===== config.mk =====
export PLATFORM = sky130hd
export DESIGN_NAME = teclado_emulador_flat
export DESIGN_NICKNAME = d
export VERILOG_FILES = /design/src/rtl/teclado_emulador_if.sv /design/src/rtl/teclado_emulador.sv /design/src/flat_wrapper.sv
export SDC_FILE = /design/constraint.sdc
export NUM_CORES = 1
export LEC_CHECK = 0
export ABC_CLOCK_PERIOD_IN_PS = 2500
export BUFFER_PORTS_ARGS = -buffer_cell sky130_fd_sc_hd__buf_4
export CORE_MARGIN = 8
export CORE_UTILIZATION = 34
export DETAILED_ROUTE_END_ITERATION = 12
export GPL_TIMING_DRIVEN = 0
export SYNTH_ARGS = -nofsm -noshare
export SYNTH_HDL_FRONTEND = slang
export SYNTH_SLANG_ARGS = --single-unit

===== constraint.sdc =====
create_clock -name clk -period 2.5 [get_ports clk]
set_input_delay 0.375 -clock clk [delete_from_list [all_inputs] [get_ports clk]]
set_output_delay 0.375 -clock clk [all_outputs]
set_load 0.02 [all_outputs]

===== src/rtl/teclado_emulador_if.sv =====
// Keypad emulator bus: press-command handshake plus the row/column scan lines.
// The scanner/test harness side uses the master modport; the emulator uses slave.
interface teclado_emulador_if #(
    parameter int HOLD_W = 24
) ();
    logic              cmd_valid;
    logic              cmd_ready;
    logic [3:0]        cmd_key;
    logic [HOLD_W-1:0] cmd_hold;
    logic [3:0]        columnas;
    logic [3:0]        filas;
    logic              contact;
    logic              busy;
    logic              done;

    modport master (
        output cmd_valid, cmd_key, cmd_hold, columnas,
        input  cmd_ready, filas, contact, busy, done
    );

    modport slave (
        input  cmd_valid, cmd_key, cmd_hold, columnas,
        output cmd_ready, filas, contact, busy, done
    );
endinterface


===== src/rtl/teclado_emulador.sv =====
// 4x4 matrix keypad emulator, passive end of a column-scan interface.
// Accepts one key press at a time and plays it out as make bounce, hold,
// break bounce and a released gap, answering the active-low column strobes
// with the active-low row pattern of the latched key while contact is closed.
module teclado_emulador #(
    parameter int BOUNCE_TOGGLES = 4,
    parameter int BOUNCE_PERIOD  = 64,
    parameter int GAP_CYCLES     = 1000,
    parameter int HOLD_W         = 24
) (
    input  logic               clk,
    input  logic               rst,
    teclado_emulador_if.slave  bus
);

    // One shared down-counter serves the bounce periods, the hold and the gap,
    // so it is as wide as the widest of the three.
    localparam int PER_W   = (BOUNCE_PERIOD > 1) ? $clog2(BOUNCE_PERIOD) : 1;
    localparam int GAP_W   = (GAP_CYCLES > 1) ? $clog2(GAP_CYCLES) : 1;
    localparam int MAX_PG  = (PER_W > GAP_W) ? PER_W : GAP_W;
    localparam int CNT_W   = (HOLD_W > MAX_PG) ? HOLD_W : MAX_PG;
    localparam int PH_W    = (2 * BOUNCE_TOGGLES > 2) ? $clog2(2 * BOUNCE_TOGGLES) : 1;
    localparam int PH_LAST = (BOUNCE_TOGGLES > 0) ? 2 * BOUNCE_TOGGLES - 1 : 0;

    localparam logic [CNT_W-1:0] PER_LOAD = CNT_W'(BOUNCE_PERIOD - 1);
    localparam logic [CNT_W-1:0] GAP_LOAD = CNT_W'(GAP_CYCLES - 1);

    typedef enum logic [2:0] {
        S_IDLE,
        S_BOUNCE_IN,
        S_HOLD,
        S_BOUNCE_OUT,
        S_GAP
    } state_t;

    state_t            r_state;
    state_t            w_stateNext;
    logic [CNT_W-1:0]  r_cnt;
    logic [CNT_W-1:0]  w_cntNext;
    logic [PH_W-1:0]   r_phase;
    logic [PH_W-1:0]   w_phaseNext;
    logic              r_contact;
    logic              w_contactNext;
    logic              r_done;
    logic              w_doneNext;
    logic [3:0]        r_key;
    logic [HOLD_W-1:0] r_holdLoad;
    logic [3:0]        r_filas;

    logic              w_accept;
    logic              w_cntZero;
    logic              w_lastPhase;
    logic [HOLD_W-1:0] w_busHoldLoad;
    logic [1:0]        w_col;
    logic [3:0]        w_rowPat;

    assign w_accept      = bus.cmd_valid && (r_state == S_IDLE) && !rst;
    assign w_cntZero     = (r_cnt == '0);
    assign w_lastPhase   = (r_phase == PH_W'(PH_LAST));
    // A hold of zero is stretched to one clock; the counter holds length-1.
    assign w_busHoldLoad = (bus.cmd_hold == '0) ? '0 : bus.cmd_hold - HOLD_W'(1);

    assign bus.cmd_ready = (r_state == S_IDLE) && !rst;
    assign bus.busy      = (r_state != S_IDLE);
    assign bus.contact   = r_contact;
    assign bus.done      = r_done;
    assign bus.filas     = r_filas;

    // State, counters, contact and done pulse advance together on each edge.
    always_ff @(posedge clk) begin
        if (rst) begin
            r_state   <= S_IDLE;
            r_cnt     <= '0;
            r_phase   <= '0;
            r_contact <= 1'b0;
            r_done    <= 1'b0;
        end else begin
            r_state   <= w_stateNext;
            r_cnt     <= w_cntNext;
            r_phase   <= w_phaseNext;
            r_contact <= w_contactNext;
            r_done    <= w_doneNext;
        end
    end

    // Latch the key and the reduced hold length when a command is accepted.
    always_ff @(posedge clk) begin
        if (rst) begin
            r_key      <= 4'h0;
            r_holdLoad <= '0;
        end else if (w_accept) begin
            r_key      <= bus.cmd_key;
            r_holdLoad <= w_busHoldLoad;
        end
    end

    // Next-state logic: every state entry reloads the counter and sets the
    // contact level for the first clock spent in that state.
    always_comb begin
        w_stateNext   = r_state;
        w_cntNext     = r_cnt;
        w_phaseNext   = r_phase;
        w_contactNext = r_contact;
        w_doneNext    = 1'b0;
        case (r_state)
            S_IDLE: begin
                w_contactNext = 1'b0;
                if (w_accept) begin
                    w_contactNext = 1'b1;
                    if (BOUNCE_TOGGLES == 0) begin
                        w_stateNext = S_HOLD;
                        w_cntNext   = CNT_W'(w_busHoldLoad);
                    end else begin
                        w_stateNext = S_BOUNCE_IN;
                        w_cntNext   = PER_LOAD;
                        w_phaseNext = '0;
                    end
                end
            end
            S_BOUNCE_IN: begin
                if (!w_cntZero) begin
                    w_cntNext = r_cnt - CNT_W'(1);
                end else if (w_lastPhase) begin
                    w_stateNext   = S_HOLD;
                    w_cntNext     = CNT_W'(r_holdLoad);
                    w_contactNext = 1'b1;
                end else begin
                    w_phaseNext   = r_phase + PH_W'(1);
                    w_cntNext     = PER_LOAD;
                    w_contactNext = ~r_contact;
                end
            end
            S_HOLD: begin
                if (!w_cntZero) begin
                    w_cntNext = r_cnt - CNT_W'(1);
                end else begin
                    w_contactNext = 1'b0;
                    if (BOUNCE_TOGGLES == 0) begin
                        w_stateNext = S_GAP;
                        w_cntNext   = GAP_LOAD;
                    end else begin
                        w_stateNext = S_BOUNCE_OUT;
                        w_cntNext   = PER_LOAD;
                        w_phaseNext = '0;
                    end
                end
            end
            S_BOUNCE_OUT: begin
                if (!w_cntZero) begin
                    w_cntNext = r_cnt - CNT_W'(1);
                end else if (w_lastPhase) begin
                    w_stateNext   = S_GAP;
                    w_cntNext     = GAP_LOAD;
                    w_contactNext = 1'b0;
                end else begin
                    w_phaseNext   = r_phase + PH_W'(1);
                    w_cntNext     = PER_LOAD;
                    w_contactNext = ~r_contact;
                end
            end
            S_GAP: begin
                w_contactNext = 1'b0;
                if (!w_cntZero) begin
                    w_cntNext = r_cnt - CNT_W'(1);
                end else begin
                    w_stateNext = S_IDLE;
                    w_doneNext  = 1'b1;
                end
            end
            default: begin
                w_stateNext   = S_IDLE;
                w_contactNext = 1'b0;
            end
        endcase
    end

    // Key map: column index that strobes the key and the row it pulls low.
    always_comb begin
        w_col = 2'd0;
        case (r_key)
            4'h1: w_col = 2'd0;
            4'h4: w_col = 2'd0;
            4'h7: w_col = 2'd0;
            4'hE: w_col = 2'd0;
            4'h2: w_col = 2'd1;
            4'h5: w_col = 2'd1;
            4'h8: w_col = 2'd1;
            4'h0: w_col = 2'd1;
            4'h3: w_col = 2'd2;
            4'h6: w_col = 2'd2;
            4'h9: w_col = 2'd2;
            4'hF: w_col = 2'd2;
            default: w_col = 2'd3;
        endcase
        w_rowPat = 4'b0111;
        case (r_key)
            4'h1, 4'h2, 4'h3, 4'hA: w_rowPat = 4'b0111;
            4'h4, 4'h5, 4'h6, 4'hB: w_rowPat = 4'b1011;
            4'h7, 4'h8, 4'h9, 4'hC: w_rowPat = 4'b1101;
            default:                w_rowPat = 4'b1110;
        endcase
    end

    // Rows answer the column strobe one clock later; column c sits on bit 3-c,
    // which is the bitwise complement of the 2-bit column index.
    always_ff @(posedge clk) begin
        if (rst) begin
            r_filas <= 4'hF;
        end else if (r_contact && !bus.columnas[~w_col]) begin
            r_filas <= w_rowPat;
        end else begin
            r_filas <= 4'hF;
        end
    end

endmodule

===== src/flat_wrapper.sv =====
// flat-port wrapper written by rule: the top's interface ports become plain ports
module teclado_emulador_flat 
#(
    parameter int BOUNCE_TOGGLES = 4,
    parameter int BOUNCE_PERIOD  = 64,
    parameter int GAP_CYCLES     = 1000,
    parameter int HOLD_W         = 24
)
  (clk, rst, bus_cmd_valid, bus_cmd_key, bus_cmd_hold, bus_columnas, bus_cmd_ready, bus_filas, bus_contact, bus_busy, bus_done);
  teclado_emulador_if #(.HOLD_W(HOLD_W)) bus_i ();
  input  logic clk;
  input  logic rst;
  input wire logic [$bits(bus_i.cmd_valid)-1:0] bus_cmd_valid;
  input wire logic [$bits(bus_i.cmd_key)-1:0] bus_cmd_key;
  input wire logic [$bits(bus_i.cmd_hold)-1:0] bus_cmd_hold;
  input wire logic [$bits(bus_i.columnas)-1:0] bus_columnas;
  output wire logic [$bits(bus_i.cmd_ready)-1:0] bus_cmd_ready;
  output wire logic [$bits(bus_i.filas)-1:0] bus_filas;
  output wire logic [$bits(bus_i.contact)-1:0] bus_contact;
  output wire logic [$bits(bus_i.busy)-1:0] bus_busy;
  output wire logic [$bits(bus_i.done)-1:0] bus_done;
  assign bus_i.cmd_valid = bus_cmd_valid;
  assign bus_i.cmd_key = bus_cmd_key;
  assign bus_i.cmd_hold = bus_cmd_hold;
  assign bus_i.columnas = bus_columnas;
  assign bus_cmd_ready = bus_i.cmd_ready;
  assign bus_filas = bus_i.filas;
  assign bus_contact = bus_i.contact;
  assign bus_busy = bus_i.busy;
  assign bus_done = bus_i.done;
  teclado_emulador #(.BOUNCE_TOGGLES(BOUNCE_TOGGLES), .BOUNCE_PERIOD(BOUNCE_PERIOD), .GAP_CYCLES(GAP_CYCLES), .HOLD_W(HOLD_W)) u_core (.clk(clk), .rst(rst), .bus(bus_i));
endmodule

==> impl_metrics.tcl <==
set metrics [dict create \
    status "finished clean" \
    setup-tns-final_ns 0 \
    synth_ff_type "dfxtp_1" \
    clock-sinks 66 \
    ys_seq_elements 66 \
    worst_ep_arrival_time_ns 2.06 \
    globalplace.congestion 0.9008 \
    synth_warnings 0 \
    slew_viol_final 0 \
    power_density_mw_per_mm2 643.3 \
    drive_gt1_frac 0.1957 \
    path_buf_inv 4 \
    netSwitchingFraction 0.2942 \
    core_region_area_mm2 0.01147 \
    critical_path_class "in -> out" \
    max_freq_ghz 0.4111 \
    root_buffer "clkbuf_16" \
    yosysTopAreaCell "dfxtp_1" \
    hold_violations 0 \
    num_antenna_cells 0 \
    placed_cell_area_mm2 0.004513 \
    fin_crit_ns 2.432 \
    reg2regPathDepth 7 \
    worstHoldStart "bus_cmd_hold[20]" \
    grt_antenna_before_repair 0 \
    cp_top_family "buffers and inverters" \
    cp.required_ns 2.12 \
    cts_buffers 9 \
    placementRows 39 \
    startpoint_type "primary input" \
    first_pass_iters 6 \
    cp_max_fo 11 \
    die_w_um 124.7 \
    cpPeakStageDelay_ns 0.58 \
    synth.net_count 539 \
    reg2reg_to "u_core.r_cnt[17]$_SDFFE_PP0P_" \
    slew_headroom 0.4453 \
    yosysTopAreaCellShare 0.3288 \
    whs_ns 0.3211 \
    grt_pass1_wl_um 19680 \
    clock_path_buffers 2 \
    ys_types 67 \
    design_area_mm2 0.004901 \
    rsz0062_at_grt "yes" \
    wl_um 12020 \
    power_w 0.003153 \
    drc 0 \
    grt_usage 0.1523 \
    grt_pass1_vias 3848 \
    start_util 0.3505 \
    dp.cells 684 \
    path_clk_slew_ns 0.06 \
    endpoint_kind "output pin" \
    reg2reg_from "u_core.r_cnt[2]$_SDFFE_PP0P_" \
    die_y_um 124.7 \
    p_int_w 0.002225 \
    vias_per_cell 5.674 \
    ant_nets 0 \
    worstPathCellList "buf_4 -> clkbuf_1 -> clkbuf_1 -> nor3_1 -> buf_4" \
    cp_slowest_cell "clkbuf_1" \
    fin_crit_sh 0.9730 \
    grt_max_degree 14 \
    whs_path_depth 3 \
    dieArea_mm2 0.01556 \
    peakVddDrop_v 0.0002954 \
    synth_edf_count 0 \
    tightest_slew_ns 0.8304 \
    vias 3972 \
    rrSetupSlack_ns 0.14 \
    power.switching_w 0.0009274 \
    ioPinCount 43 \
    clock_skew_ns 0.007306 \
    clock_latency_ns 0.34 \
    syn_avg_cell_area_um2 8.054 \
    hold_path.class "in -> reg" \
    cts_tree "yes" \
    area_growth_syn_to_layout_pct 21.95 \
    hpwlAfterDp_um 9087 \
    ys_seq_area_frac 0.3288 \
    htreeDepth 3 \
    synthArstFlopShare 0 \
    synthCells 499 \
    p_seq_frac 0.368 \
    worstHoldEndpoint "u_core.r_holdLoad[20]$_SDFFE_PP0P_" \
    maxCapViolations 0 \
    power_frac_comb 0.188 \
    power_frac_clock 0.444 \
    p_leak_nw 1.850 \
    netlist_top_cells_area "dfxtp_1 (33%), nor2_1 (6.0%), o21ai_0 (4.4%), nand2_1 (4.3%), xor2_1 (3.1%)" \
    syn_area_mm2 0.004019 \
    grt_overflow 0 \
    port_buffers 42 \
    fin_nets 592 \
    drt_iter0_drc 376 \
    fin_cells 700 \
    wl_per_cell_um 17.17 \
    setup_viol 0 \
]
how the worst max path moves through the flow:
stage	start	endpoint	slack, ns	depth (start not counted)
finish	rst	bus_cmd_ready	0.07	5
floorplan	bus_cmd_hold[10]	u_core.r_holdLoad[0]$_SDFFE_PP0P_	0.43	9
detailed placement	rst	bus_cmd_ready	-0.42	6
global route	u_core.r_cnt[20]$_SDFFE_PP0P_	u_core.r_cnt[6]$_SDFFE_PP0P_	-0.02	7
global placement	rst	bus_cmd_ready	-0.43	6
CTS	u_core.r_state[1]$_SDFFE_PP0P_	u_core.w_col[1]$_DFF_P_	0.02	7
cell usage in the layout (no fill, tap or decap), drive strengths merged, types with 3 or more instances in the layout:
cell     instances
a21oi           23
a22oi           23
a2bb2oi          3
a311oi           3
a31oi            4
and2             4
buf             54
clkbuf          24
clkinv           3
dfxtp           66
ha               5
inv             16
mux2i            3
nand2           47
nand2b           7
nand3            8
nand3b           3
nand4            6
nand4b           7
nor2            65
nor2b            6
nor3            23
nor4            22
o2111ai          6
o211ai           5
o21a             4
o21ai           38
o22ai            3
o31ai            5
or2              4
or3              7
or4              7
xnor2           12
xor2            14
kinds of logic (layout without fill, tap and decap cells):
kind of cell,count (synthesis),in the layout,share of synthesized area
compound gates,132,132,0.2307
xor+xnor,26,26,0.05666
fa+ha+maj,5,5,0.01557
buf+inv,41,99,0.04452
flops,66,66,0.3288
mux,6,6,0.01868
simple gates,223,223,0.3051
repair_timing:
action | 4_1_cts | 5_1_grt
buffers inserted | 0 | 1
resized for setup | 1 | 11
pin swaps | 0 | 0
hold buffers | 0 | 0
setup endpoints to repair | 2 | 20
hold endpoints to repair | 0 | 0
registers in the layout, summed over array words and instances (netlist names):
register            flops
u_core.r_phase          3
u_core.r_holdLoad      24
u_core.bus.filas        4
u_core.bus.done         1
u_core.bus.contact      1
u_core.w_col            2
u_core.r_state          3
u_core.r_key            4
u_core.r_cnt           24
power by group through the flow:
stage / clock [W] / sequential, W / combinational (W)
5_1_grt: 0.00146 / 0.00117 / 0.000648
4_1_cts: 0.00141 / 0.00116 / 0.000568
2_1_floorplan: 0 / 0.00117 / 0.000385
3_3_place_gp: 0 / 0.00118 / 0.000559
6_report: 0.00140 / 0.00116 / 0.000594
3_5_place_dp: 0 / 0.00118 / 0.000563
area by class of cell:
cell class	count	area, um2
well taps	143	178.9
inverters	14	52.55
clock inverters	7	100.1
plain buffers	26	122.6
repair buffers	43	322.8
multi-input cells	392	2577
fillers	1139	6566
flip-flops and latches	66	1321
clock buffers	9	225.2
per-stage QoR:
step                      utilization  worst slack, ns
after global placement         0.3936          -0.4279
after detailed placement       0.3936          -0.4234
after CTS                      0.4221          0.01525
final                          0.4274          0.06757
after global routing           0.4274         -0.01725
after floorplan                     -           0.4266
worst min-delay path: stages:
cell	delay (ns)
buf_4	0.09
xor2_1	0.06
o21ai_1	0.10
routing by layer:
layer | vias to the layer above | GRT usage | share of wire
met1 | 1866 | 0.1927 | 0.46
met3 | 27 | 0.02638 | 0.056
met4 | 0 | 0.07229 | 0.028
met2 | 132 | 0.2450 | 0.46
met5 | - | 0 | 0
li1 | 1947 | - | -
cell usage after synthesis, types with 6 or more instances:
library cell	instances
a21oi_1	23
a22oi_1	14
a22oi_2	9
buf_2	8
clkbuf_1	16
dfxtp_1	66
inv_1	14
nand2_1	46
nand2b_1	7
nand3_1	8
nand4_1	6
nand4b_1	6
nor2_1	64
nor2b_1	6
nor3_1	21
nor4_1	14
nor4_2	7
o2111ai_1	6
o21ai_0	35
or3_1	7
xnor2_1	12
xor2_1	14
No activity file was read; power rests on OpenSTA's default activity.
